File: config.mk
export PLATFORM = sky130hd
export DESIGN_NAME = rle_decoder
export DESIGN_NICKNAME = d
export VERILOG_FILES = /design/src/rtl/rle_decoder_pkg.sv /design/src/rtl/frame_addr_ctr.sv /design/src/rtl/rle_decoder.sv
export SDC_FILE = /design/constraint.sdc
export NUM_CORES = 1
export LEC_CHECK = 0
export ABC_AREA = 1
export CORE_ASPECT_RATIO = 2
export CORE_MARGIN = 3
export CORE_UTILIZATION = 53
export CTS_CLUSTER_DIAMETER = 120
export DETAILED_ROUTE_END_ITERATION = 6
export GPL_ROUTABILITY_DRIVEN = 0
export PLACE_DENSITY = 0.85
export SETUP_SLACK_MARGIN = 0.15
export SKIP_CTS_REPAIR_TIMING = 1
export SLEW_MARGIN = 25
export SYNTH_ARGS = -nofsm -noshare
export SYNTH_HDL_FRONTEND = slang
export SYNTH_SLANG_ARGS = --single-unit
File: constraint.sdc
create_clock -name CLK -period 2 [get_ports CLK]
set_input_delay 0.4 -clock CLK [delete_from_list [all_inputs] [get_ports CLK]]
set_output_delay 0.4 -clock CLK [all_outputs]
set_load 0.02 [all_outputs]
File: src/rtl/rle_decoder_pkg.sv
// Shared definitions for the RLE pixel path. The capture-side encoder uses the
// same byte widths, so change them here only.
package rle_decoder_pkg;

  typedef enum logic [1:0] {
    S_VAL = 2'd0,
    S_CNT = 2'd1,
    S_EXP = 2'd2
  } state_t;

  localparam int COUNT_W          = 8;
  localparam int PIX_W            = 8;
  localparam int FRAME_PIXELS_DEF = 19200;

endpackage

File: src/rtl/frame_addr_ctr.sv
// Framebuffer address counter: counts pixels of one frame, wrapping from
// FRAME_PIXELS-1 back to 0. It also reports whether the address it is
// about to take is the last pixel of the frame. That lets the owner register
// a frame-end flag in step with the address.
module frame_addr_ctr
  import rle_decoder_pkg::*;
#(
  parameter int FRAME_PIXELS = FRAME_PIXELS_DEF,
  parameter int ADDR_W       = 15
) (
  input  logic              CLK,
  input  logic              RST,
  input  logic              en,
  input  logic              clr,
  output logic [ADDR_W-1:0] addr,
  output logic              last_nxt
);

  localparam logic [ADDR_W-1:0] LAST_ADDR = ADDR_W'(FRAME_PIXELS - 1);

  logic [ADDR_W-1:0] addr_nxt;

  // Next address: clear wins over advance; wrap compares against the frame size, not a power of two
  always_comb begin
    addr_nxt = addr;
    if (clr) begin
      addr_nxt = '0;
    end else if (en) begin
      addr_nxt = (addr == LAST_ADDR) ? '0 : addr + ADDR_W'(1);
    end
  end

  assign last_nxt = (addr_nxt == LAST_ADDR);

  // Address register
  always_ff @(posedge CLK or negedge RST) begin
    if (!RST) begin
      addr <= '0;
    end else begin
      addr <= addr_nxt;
    end
  end

endmodule

File: src/rtl/rle_decoder.sv
// Run-length decoder: takes alternating VALUE/COUNT bytes from the UART side
// and expands each pair into COUNT pixels on a ready/valid stream, tagged
// with a framebuffer address that wraps once per frame.
module rle_decoder
  import rle_decoder_pkg::*;
#(
  parameter int FRAME_PIXELS = FRAME_PIXELS_DEF,
  parameter int ADDR_W       = 15
) (
  input  logic              CLK,
  input  logic              RST,
  input  logic              i_sync,
  input  logic [PIX_W-1:0]  i_byte,
  input  logic              i_valid,
  output logic              o_in_ready,
  output logic [PIX_W-1:0]  o_pix,
  output logic [ADDR_W-1:0] o_addr,
  output logic              o_valid,
  input  logic              i_out_ready,
  output logic              o_frame_end,
  output logic              o_err
);

  state_t             state;
  logic [PIX_W-1:0]   value;
  logic [COUNT_W-1:0] remaining;
  logic               beat;
  logic               addr_en;
  logic               last_nxt;

  // Byte intake is open whenever a run is not being emitted
  assign o_in_ready = (state != S_EXP);
  assign beat       = o_valid & i_out_ready;
  // A beat in the same cycle as i_sync is discarded, so it must not advance the address
  assign addr_en    = beat & ~i_sync;

  frame_addr_ctr #(
    .FRAME_PIXELS (FRAME_PIXELS),
    .ADDR_W       (ADDR_W)
  ) u_addr (
    .CLK      (CLK),
    .RST      (RST),
    .en       (addr_en),
    .clr      (i_sync),
    .addr     (o_addr),
    .last_nxt (last_nxt)
  );

  // Decoder FSM with registered stream outputs; i_sync overrides everything else
  always_ff @(posedge CLK or negedge RST) begin
    if (!RST) begin
      state       <= S_VAL;
      value       <= '0;
      remaining   <= '0;
      o_pix       <= '0;
      o_valid     <= 1'b0;
      o_frame_end <= 1'b0;
      o_err       <= 1'b0;
    end else if (i_sync) begin
      state       <= S_VAL;
      remaining   <= '0;
      o_valid     <= 1'b0;
      o_frame_end <= 1'b0;
      o_err       <= 1'b0;
    end else begin
      case (state)
        S_VAL: begin
          if (i_valid) begin
            value <= i_byte;
            state <= S_CNT;
          end
        end
        S_CNT: begin
          if (i_valid) begin
            if (i_byte != '0) begin
              remaining   <= i_byte;
              o_pix       <= value;
              o_valid     <= 1'b1;
              o_frame_end <= last_nxt;
              state       <= S_EXP;
            end else begin
              // A zero count is malformed; flag it and drop the pair
              o_err <= 1'b1;
              state <= S_VAL;
            end
          end
        end
        S_EXP: begin
          if (i_out_ready) begin
            remaining <= remaining - COUNT_W'(1);
            if (remaining == COUNT_W'(1)) begin
              o_valid     <= 1'b0;
              o_frame_end <= 1'b0;
              state       <= S_VAL;
            end else begin
              o_frame_end <= last_nxt;
            end
          end
        end
        default: begin
          state   <= S_VAL;
          o_valid <= 1'b0;
        end
      endcase
    end
  end

endmodule

==> results.cfg <==
[final_layout]
final_nets = 427
layout.cells.non_filler = 466
nFillCells = 320
antennaDiodeCount = 0
drive_above_1_share_pct = 20.1
areaGrowthSynthToFinish_pct = 38.3

[pwr]
internal_power_mw = 1.92
pwr-share-clk_pct = 23.3
p_sw_share_pct = 34.0
switchingPower_mw = 0.988
p_per_area_nw_per_um2 = 861
ir_drop_mv = 1.16
combPwrFrac_pct = 34.3
p_leak_nw = 1.62
finalPower_mw = 2.90
p_seq_share_pct = 42.5

[synth]
yosysTopAreaCell = dfrtp_1
synth_area_leaders = dfrtp_1 45%, nand2_1 13%, nor2_1 9.2%, inv_1 6.3%, nand3_1 4.3%
ys_seq_area_share_pct = 45.2
synth_fp_nets = 345
synth_cell_types = 27
yosysTopAreaCellShare_pct = 45.2
synth_cells = 329
ys_ff_latch = 44
synth_area_sq_um = 2440
synth_area_per_cell_sq_um = 7.41
yosys_warnings = 0

[sta]
fin_crit_ns = 1.84
worstMarginPinSlew_ns = 0.656
slew_viol_final = 0
clock_skew_ns = 0.00778
grt_setup_unrepaired = true
setup_tns_ns = 0
period_share_pct = 92.0
slew_headroom_pct = 56.3
setup_viol = 0
hold_viol = 0
max_freq_ghz = 0.543

[die]
coreArea_sq_um = 4380
chipHeight_um = 102
die_area_sq_um = 5500
start_util_pct = 55.7
die_w_um = 54.0
io_pins = 40
rows = 34

[clock_network]
clock_latency_ns = 0.30
cts_root_buf = clkbuf_8
clock_path_buffers = 2
clock-sinks = 44
cts_tree = done
clkTransAtPathRegs_ns = 0.09
numCtsBuffers = 5
htree_levels = 2

[critical_path]
crit_slowest_cell = clkdlybuf4s50_1
max_stage_delay_ns = 0.66
worstPathMaxFanout = 7
crit_cells = 1
rr_endpoint = u_addr.addr[8]$_DFF_PN0_
arrival_ns = 1.44
worstSetupPathType = reg -> out
startpoint_type = flop
startpoint = u_addr.addr[2]$_DFF_PN0_
critical_path_required_ns = 1.60
end_kind = output port
endpoint = o_addr[2]
cp_num_buf_inv = 1
crit_family = buffers and inverters
regToRegSetupSlack_ns = 0.25
rr_startpoint = u_addr.addr[0]$_DFF_PN0_
rr_worst_depth = 9
critical_path.cell_chain = clkdlybuf4s50_1

[global_route]
first_global_vias = 2569
grt_max_degree = 31
track_usage_pct = 29.1
grt-ovfl-total = 0
antenna_found_initial = 0
grt_pass1_wl_um = 11600

[drt]
dr.first_iter.drc_count = 64
post_drt_wl_per_cell_um = 15.7
avgViaCountPerCell = 5.55
vias = 2588
drc = 0
wirelength_um = 7330
ant_nets = 0
dr.pass1.iters = 4

[placement]
dp_cells = 453
port_buffers = 39
hpwlAfterDp_um = 5480

[status]
status = complete, no violations

[run]
maxCapViolations = 0

[hold_path]
hp-class = in -> async
==> how the worst min path moves through the flow <==
stage	start	end	slack [ns]	cells past startpoint
floorplan	RST	o_err$_DFFE_PN0P_	0.10	0
global placement	RST	u_addr.addr[9]$_DFF_PN0_	0.45	1
detailed placement	RST	u_addr.addr[9]$_DFF_PN0_	0.46	1
CTS	RST	u_addr.addr[9]$_DFF_PN0_	0.15	1
global route	RST	u_addr.addr[4]$_DFF_PN0_	0.16	1
finish	RST	u_addr.addr[9]$_DFF_PN0_	0.13	1
==> metrics by stage <==
stage	utilization [%]	worst slack (ns)	instance area, sq um	hold slack (ns)
2_1_floorplan	-	0.345	2440	0.104
4_1_cts	74.3	0.00467	3260	0.145
5_1_grt	77.0	0.0725	3370	0.159
3_3_place_gp	71.8	-0.150	3150	0.450
3_5_place_dp	71.8	-0.188	3150	0.459
6_report	77.0	0.159	3370	0.126
==> Yosys cell counts <==
master / number
a21oi_1: 11
a31oi_1: 1
buf_2: 2
buf_4: 1
clkbuf_1: 1
dfrtp_1: 44
ha_1: 3
inv_1: 41
inv_2: 3
mux2_2: 8
mux2i_1: 1
nand2_1: 83
nand2_2: 1
nand3_1: 21
nand3_2: 1
nand3_4: 1
nand4_1: 8
nor2_1: 60
nor2_2: 4
nor2_4: 1
nor3_1: 3
nor3b_1: 1
o21ai_0: 19
o21ai_1: 1
o22ai_1: 4
o31ai_1: 1
xor2_1: 4
==> power groups by stage <==
stage / Sequential, mW / Combinational (mW) / Clock (mW)
2_1_floorplan: 1.32 / 0.462 / 0
3_3_place_gp: 1.23 / 0.938 / 0
3_5_place_dp: 1.24 / 0.969 / 0
4_1_cts: 1.23 / 0.984 / 0.681
5_1_grt: 1.25 / 1.09 / 0.723
6_report: 1.23 / 0.996 / 0.675
==> registers in the layout, indices dropped and copies added, names as in the netlist <==
signal,count
state,2
u_addr.addr,15
o_valid,1
o_pix,8
o_frame_end,1
value,8
o_err,1
remaining,8
==> cell families after synthesis <==
| family | after synthesis | synth area share (%) |
|---|---|---|
| and+or+nand+nor | 184 | 32.2 |
| buffers and inverters | 48 | 7.64 |
| DFF | 44 | 45.2 |
| AOI/OAI and AO/OA | 37 | 7.95 |
| muxes | 9 | 4.10 |
| xor gates and xnor gates | 4 | 1.44 |
| adders and majority gates | 3 | 1.54 |
==> area by class of cell <==
type                       instances  area [sq um]  share of cell area, %
clock buffer                       5          68.8                   2.04
clock inverter                     3          42.5                   1.26
inverter                          44           165                   4.90
multi-input combinational        237          1210                   35.9
sequential                        44          1100                   32.8
tap                               54          67.6                   2.00
timing repair buffer              79           714                   21.2
==> placed cells by master (no fill, tap or decap), types with 2 or more instances in the layout <==
master / instances
nand2_1: 82
nor2_1: 54
inv_1: 41
dfrtp_1: 41
buf_4: 38
clkdlybuf4s50_1: 33
o21ai_0: 19
nand3_1: 18
a21oi_1: 11
nor2_2: 8
nand4_1: 8
mux2_2: 8
clkbuf_8: 5
dlymetal6s2s_1: 5
nand3_2: 4
xor2_1: 4
o22ai_1: 4
inv_2: 3
nor2_4: 3
nor3_1: 3
dfrtp_2: 3
nand2_2: 2
ha_1: 2
==> per-layer routing <==
layer	track usage (%)	routed length (um)	part of all wire, %
met1	27.6	2490	34
met2	52.1	4060	55
met3	4.96	255	3.5
met4	21.7	520	7.1
met5	0	0	0
Power figures use the tool's default switching activity.
